### src/rtl/nic3_pwr_seq.sv
// OCP NIC3 slot power sequencer: steps the aux rail, main rail and PERST# through
// an external delay timer, and latches a fault code when a power-good check fails.
`timescale 1ns/1ps
module nic3_pwr_seq #(
    parameter logic [15:0] T_AUX_PG   = 16'd10000,
    parameter logic [15:0] T_AUX2MAIN = 16'd5000,
    parameter logic [15:0] T_MAIN_PG  = 16'd10000,
    parameter logic [15:0] T_PERST    = 16'd20000,
    parameter logic [15:0] T_PD       = 16'd2000
) (
    input  logic        clk_in,
    input  logic        iRst_n,
    input  logic        pwr_req,
    input  logic        aux_pg,
    input  logic        main_pg,
    input  logic        dly_timeout,
    output logic        dly_timer_en,
    output logic [15:0] dly_time,
    output logic        aux_en,
    output logic        main_en,
    output logic        perst_n,
    output logic        pwr_ok,
    output logic        fault,
    output logic [1:0]  fault_code,
    output logic [3:0]  seq_state
);

    typedef enum logic [3:0] {
        S_OFF       = 4'd0,
        S_AUX_WAIT  = 4'd1,
        S_AUX_DLY   = 4'd2,
        S_MAIN_WAIT = 4'd3,
        S_PERST_DLY = 4'd4,
        S_ON        = 4'd5,
        S_PD_PERST  = 4'd6,
        S_PD_MAIN   = 4'd7,
        S_FAULT     = 4'd8
    } state_t;

    localparam logic [1:0] FC_NONE     = 2'b00;
    localparam logic [1:0] FC_AUX_TMO  = 2'b01;
    localparam logic [1:0] FC_MAIN_TMO = 2'b10;
    localparam logic [1:0] FC_PG_LOST  = 2'b11;

    state_t      state_q, state_d;
    logic        aux_pg_meta_q, aux_pg_meta_d;
    logic        aux_pg_sync_q, aux_pg_sync_d;
    logic        main_pg_meta_q, main_pg_meta_d;
    logic        main_pg_sync_q, main_pg_sync_d;
    logic        dly_timer_en_q, dly_timer_en_d;
    logic [15:0] dly_time_q, dly_time_d;
    logic        aux_en_q, aux_en_d;
    logic        main_en_q, main_en_d;
    logic        perst_n_q, perst_n_d;
    logic        pwr_ok_q, pwr_ok_d;
    logic        fault_q, fault_d;
    logic [1:0]  fault_code_q, fault_code_d;
    logic        tmo;

    function automatic logic is_timed(input state_t s);
        case (s)
            S_AUX_WAIT, S_AUX_DLY, S_MAIN_WAIT,
            S_PERST_DLY, S_PD_PERST, S_PD_MAIN: is_timed = 1'b1;
            default:                            is_timed = 1'b0;
        endcase
    endfunction

    function automatic logic [15:0] step_time(input state_t s);
        case (s)
            S_AUX_WAIT:             step_time = T_AUX_PG;
            S_AUX_DLY:              step_time = T_AUX2MAIN;
            S_MAIN_WAIT:            step_time = T_MAIN_PG;
            S_PERST_DLY:            step_time = T_PERST;
            S_PD_PERST, S_PD_MAIN:  step_time = T_PD;
            default:                step_time = 16'd0;
        endcase
    endfunction

    // A timeout only counts once the timer has actually been enabled in this state.
    assign tmo = dly_timeout & dly_timer_en_q;

    always_comb begin
        aux_pg_meta_d  = aux_pg;
        aux_pg_sync_d  = aux_pg_meta_q;
        main_pg_meta_d = main_pg;
        main_pg_sync_d = main_pg_meta_q;
    end

    // Power-up advances fall back to the orderly down-sequence when the request has gone away,
    // so a withdrawn request never turns on a further rail.
    always_comb begin
        state_d      = state_q;
        fault_code_d = fault_code_q;
        case (state_q)
            S_OFF: begin
                if (pwr_req) state_d = S_AUX_WAIT;
            end
            S_AUX_WAIT: begin
                if (aux_pg_sync_q) begin
                    state_d = pwr_req ? S_AUX_DLY : S_PD_PERST;
                end else if (tmo) begin
                    state_d      = S_FAULT;
                    fault_code_d = FC_AUX_TMO;
                end else if (!pwr_req) begin
                    state_d = S_PD_PERST;
                end
            end
            S_AUX_DLY: begin
                if (!aux_pg_sync_q) begin
                    state_d      = S_FAULT;
                    fault_code_d = FC_PG_LOST;
                end else if (tmo) begin
                    state_d = pwr_req ? S_MAIN_WAIT : S_PD_PERST;
                end else if (!pwr_req) begin
                    state_d = S_PD_PERST;
                end
            end
            S_MAIN_WAIT: begin
                if (!aux_pg_sync_q) begin
                    state_d      = S_FAULT;
                    fault_code_d = FC_PG_LOST;
                end else if (main_pg_sync_q) begin
                    state_d = pwr_req ? S_PERST_DLY : S_PD_PERST;
                end else if (tmo) begin
                    state_d      = S_FAULT;
                    fault_code_d = FC_MAIN_TMO;
                end else if (!pwr_req) begin
                    state_d = S_PD_PERST;
                end
            end
            S_PERST_DLY: begin
                if (!aux_pg_sync_q || !main_pg_sync_q) begin
                    state_d      = S_FAULT;
                    fault_code_d = FC_PG_LOST;
                end else if (tmo) begin
                    state_d = pwr_req ? S_ON : S_PD_PERST;
                end else if (!pwr_req) begin
                    state_d = S_PD_PERST;
                end
            end
            S_ON: begin
                if (!aux_pg_sync_q || !main_pg_sync_q) begin
                    state_d      = S_FAULT;
                    fault_code_d = FC_PG_LOST;
                end else if (!pwr_req) begin
                    state_d = S_PD_PERST;
                end
            end
            S_PD_PERST: begin
                if (tmo) state_d = S_PD_MAIN;
            end
            S_PD_MAIN: begin
                if (tmo) state_d = S_OFF;
            end
            S_FAULT: begin
                if (!pwr_req) state_d = S_OFF;
            end
            default: begin
                state_d = S_OFF;
            end
        endcase
        if (state_d == S_OFF) fault_code_d = FC_NONE;
    end

    // Outputs are decoded from the next state so every one of them is a flop.
    always_comb begin
        aux_en_d  = 1'b0;
        main_en_d = 1'b0;
        perst_n_d = 1'b0;
        pwr_ok_d  = 1'b0;
        fault_d   = 1'b0;
        case (state_d)
            S_AUX_WAIT, S_AUX_DLY, S_PD_MAIN: begin
                aux_en_d = 1'b1;
            end
            S_MAIN_WAIT, S_PERST_DLY: begin
                aux_en_d  = 1'b1;
                main_en_d = 1'b1;
            end
            S_ON: begin
                aux_en_d  = 1'b1;
                main_en_d = 1'b1;
                perst_n_d = 1'b1;
                pwr_ok_d  = 1'b1;
            end
            S_PD_PERST: begin
                aux_en_d  = 1'b1;
                main_en_d = main_en_q;
            end
            S_FAULT: begin
                fault_d = 1'b1;
            end
            default: begin
                aux_en_d = 1'b0;
            end
        endcase
        dly_time_d     = step_time(state_d);
        dly_timer_en_d = (state_d == state_q) && is_timed(state_d);
    end

    always_ff @(posedge clk_in or negedge iRst_n) begin
        if (!iRst_n) begin
            state_q        <= S_OFF;
            aux_pg_meta_q  <= 1'b0;
            aux_pg_sync_q  <= 1'b0;
            main_pg_meta_q <= 1'b0;
            main_pg_sync_q <= 1'b0;
            dly_timer_en_q <= 1'b0;
            dly_time_q     <= 16'd0;
            aux_en_q       <= 1'b0;
            main_en_q      <= 1'b0;
            perst_n_q      <= 1'b0;
            pwr_ok_q       <= 1'b0;
            fault_q        <= 1'b0;
            fault_code_q   <= FC_NONE;
        end else begin
            state_q        <= state_d;
            aux_pg_meta_q  <= aux_pg_meta_d;
            aux_pg_sync_q  <= aux_pg_sync_d;
            main_pg_meta_q <= main_pg_meta_d;
            main_pg_sync_q <= main_pg_sync_d;
            dly_timer_en_q <= dly_timer_en_d;
            dly_time_q     <= dly_time_d;
            aux_en_q       <= aux_en_d;
            main_en_q      <= main_en_d;
            perst_n_q      <= perst_n_d;
            pwr_ok_q       <= pwr_ok_d;
            fault_q        <= fault_d;
            fault_code_q   <= fault_code_d;
        end
    end

    assign dly_timer_en = dly_timer_en_q;
    assign dly_time     = dly_time_q;
    assign aux_en       = aux_en_q;
    assign main_en      = main_en_q;
    assign perst_n      = perst_n_q;
    assign pwr_ok       = pwr_ok_q;
    assign fault        = fault_q;
    assign fault_code   = fault_code_q;
    assign seq_state    = state_q;

endmodule

### config.mk
export PLATFORM = sky130hd
export DESIGN_NAME = nic3_pwr_seq
export DESIGN_NICKNAME = d
export VERILOG_FILES = /design/src/rtl/nic3_pwr_seq.sv
export SDC_FILE = /design/constraint.sdc
export NUM_CORES = 1
export LEC_CHECK = 0
export CAP_MARGIN = 10
export CORE_MARGIN = 2
export CORE_UTILIZATION = 25
export DETAILED_ROUTE_END_ITERATION = 7
export GPL_TIMING_DRIVEN = 0
export PLACE_DENSITY = 0.6
export SYNTH_ARGS = -nofsm -noshare
export SYNTH_HDL_FRONTEND = slang
export SYNTH_SLANG_ARGS = --single-unit
### constraint.sdc
create_clock -name clk_in -period 1.83 [get_ports clk_in]
set_clock_uncertainty 0.05 [all_clocks]
set_input_delay 0.183 -clock clk_in [delete_from_list [all_inputs] [get_ports clk_in]]
set_output_delay 0.183 -clock clk_in [all_outputs]
set_load 0.05 [all_outputs]
==> impl_metrics.toml <==
[cells_and_area]
finalNetCount = 201
fill_cells = 497
fin_util = 0.433
largest_register_ffs = 9
syn2layout_area_growth_pct = 68.7
drive_gt1_frac = 0.454
n_antenna_cell = 0
stdcell_area_um2 = 2200

[sta]
post-route-min-period_ps = 1960
period_share = 1.07
layout_setup_ws_ps = -131
final_max_slew_viol_count = 0
fmax_mhz = 510
hold_viol_final = 0
timing.slew.headroom = 0.662
finalSetupViolations = 14
hold_slack_ps = 146
worst_pin_slew_ps = 505
rsz0062_at_grt = "true"

[run]
cap_violations = 0

[placed_design]
gp_congestion = 0.860
dp_hpwl_mm = 2.10
io_buffers = 29
place_ws_ps = -495
placedInstanceArea_um2 = 1720

[floorplan]
dieArea_um2 = 5800
rows = 26
top_level_ports = 34
fp.dieW_um = 76.2
die_h_um = 76.2
coreArea_um2 = 5070
initial_utilization = 0.257

[clocking]
cts_tree = "built"
cts.htree.levels = 1
clk_pin_slew_worst_paths_ps = 90
cts_buffer_depth = 2
cts.sinks = 24
root_buffer = "clkbuf_8"
cts_hold_buffers = 0
cts_buffers = 3
clk-insertion-delay-late_ps = 260

[global_route]
grt_max_degree = 25
grt_pass1_vias = 1104
grt_use_total = 0.111
grt_pass1_wl_mm = 5.27
antenna_found_initial = 0
grt_overflow = 0

[pwr]
finalPower_mw = 3.78
leakagePower_nw = 1.02
power_density_nw_per_um2 = 1720
vdd_drop_max_mv = 0.777

[outcome]
status = "finished, violations left"
violations = "negative setup slack"

[worst_setup_path]
worstPathRequired_ps = 1930
r2r_cells = 8
cp_max_fo = 7
crit_chain = "buf_6 > buf_12 > nand2_4 > a2bb2oi_4 > o31ai_4 > a311oi_4 > and4_4 > a221oi_2"
crit_path_start_kind = "register"
slowest_stage = "dfrtp_2"
cpPeakStageDelay_ps = 430
critPathArrivalTime_ps = 2070
critPathKind = "register to register"
worstSetupEndpointType = "register"

[synthesis]
async_flop_share = 1.00
yosysTopAreaCellShare = 0.461
avgSynthCellArea_um2 = 10.3
synth_warnings = 0
yosys.area.top_type = "dfrtp_1"
ys_types = 47
syn-instance-count = 127
ys_ff_latch = 24
netlist_top_cells_area = "dfrtp_1 46%, buf_4 5.8%, nor2b_1 2.9%, a221oi_2 2.3%, nand2_1 2.3%"
netlist_area_um2 = 1300
synth_edf_count = 0
ys_seq_area_frac = 0.461
synth_ff_type = "dfrtp_1"

[route]
first_pass_iters = 4
routed_via_density = 4.56
wl_per_cell_um = 13.3
drt_iter0_markers = 61
dr_total_vias = 1204
drt-total-wl_mm = 3.50
drc = 0
drtAntennaViolNets = 0

[min_path]
min_path_type = "input pin to asynchronous set/reset pin"
==> logic make-up (layout without fill, tap and decap cells) <==
logic type / after synthesis / count (layout) / synth area share
AO/OA/AOI/OAI: 32 / 32 / 0.210
XOR/XNOR: 1 / 1 / 0.00673
buffers and inverters: 23 / 87 / 0.104
flip-flops: 24 / 24 / 0.461
other: 1 / 4 / 0.00288
AND/OR/NAND/NOR: 46 / 46 / 0.215
==> worst max-delay path: cells and delay by family, from the launching register on <==
family | cells | cell delay [ps]
AOI/OAI and AO/OA | 4 | 740
buffers and inverters | 2 | 260
DFF | 1 | 430
and+or+nand+nor | 2 | 370
==> routing by layer <==
layer	wire length, um	global-route usage	up-vias
li1	-	-	573
met5	0	0	-
met2	1710	0.188	29
met4	123	0.0436	0
met3	117	0.0154	12
met1	1550	0.143	590
==> synthesized netlist by cell type, types with 2 or more instances <==
cell type  instances
nand2_1            8
nand3_1            3
a221oi_2           2
nand4_1            2
inv_2              4
o31ai_1            2
nand2b_1           2
buf_4             10
nor2_1             7
a21o_1             3
nor2b_1            6
dfrtp_1           24
buf_2              3
o211ai_1           2
and2_1             3
inv_1              5
a21oi_1            5
nor3_1             3
o21ai_0            5
==> final cells by class <==
type / count / area, um2 / share of cell area
clock inverters: 1 / 30.0 / 0.0137
inverters: 9 / 36.3 / 0.0165
multi-input cells: 83 / 703 / 0.320
repair buffers: 60 / 574 / 0.261
well taps: 70 / 87.6 / 0.0399
plain buffers: 14 / 118 / 0.0535
clock buffers: 3 / 41.3 / 0.0188
flip-flops and latches: 24 / 607 / 0.276
==> report_power, final <==
part / switching (mW) / internal, mW / total [mW]
Combinational: 1.42 / 1.11 / 2.53
Clock: 0.168 / 0.292 / 0.460
Sequential: 0.0963 / 0.694 / 0.791
==> placed cells by master (no fill, tap or decap), types with 3 or more instances in the layout <==
cell	count
buf_4	38
clkdlybuf4s50_1	26
dfrtp_1	19
nor2_1	7
nand2_1	5
inv_1	5
dfrtp_2	5
nor2b_1	4
o21ai_0	4
conb_1	4
buf_6	3
a21o_1	3
inv_2	3
nor3_2	3
nand3_1	3
a21oi_1	3
clkbuf_8	3
==> per-stage QoR <==
step	instances	TNS, ps
4_1_cts	245	-1190
6_report	264	-1100
3_5_place_dp	229	-5380
5_1_grt	264	-2490
3_3_place_gp	229	-5330
2_1_floorplan	130	-766
==> timing repair <==
action                                  4_1_cts  5_1_grt
resized for setup                            10       21
endpoints found under the setup margin       14       17
cloned                                        0        0
pin swaps                                     9       12
setup buffers                                12       18
hold endpoints to repair                      0        0
==> worst paths after layout <==
| kind | from | endpoint | slack [ps] |
|---|---|---|---|
| max | seq_state[1]$_DFF_PN0_ | fault_code[1]$_DFFE_PN0P_ | -130 |
| min | iRst_n | main_pg_sync_q$_DFF_PN0_ | 150 |
| max reg2reg | seq_state[1]$_DFF_PN0_ | fault_code[1]$_DFFE_PN0P_ | -130 |
| min reg2reg | aux_pg_meta_q$_DFF_PN0_ | aux_pg_sync_q$_DFF_PN0_ | 310 |
| max in group asynchronous | iRst_n | seq_state[0]$_DFF_PN0_ | 1150 |
| min in group clk_in | aux_pg | aux_pg_meta_q$_DFF_PN0_ | 300 |
Power figures use the tool's default switching activity.
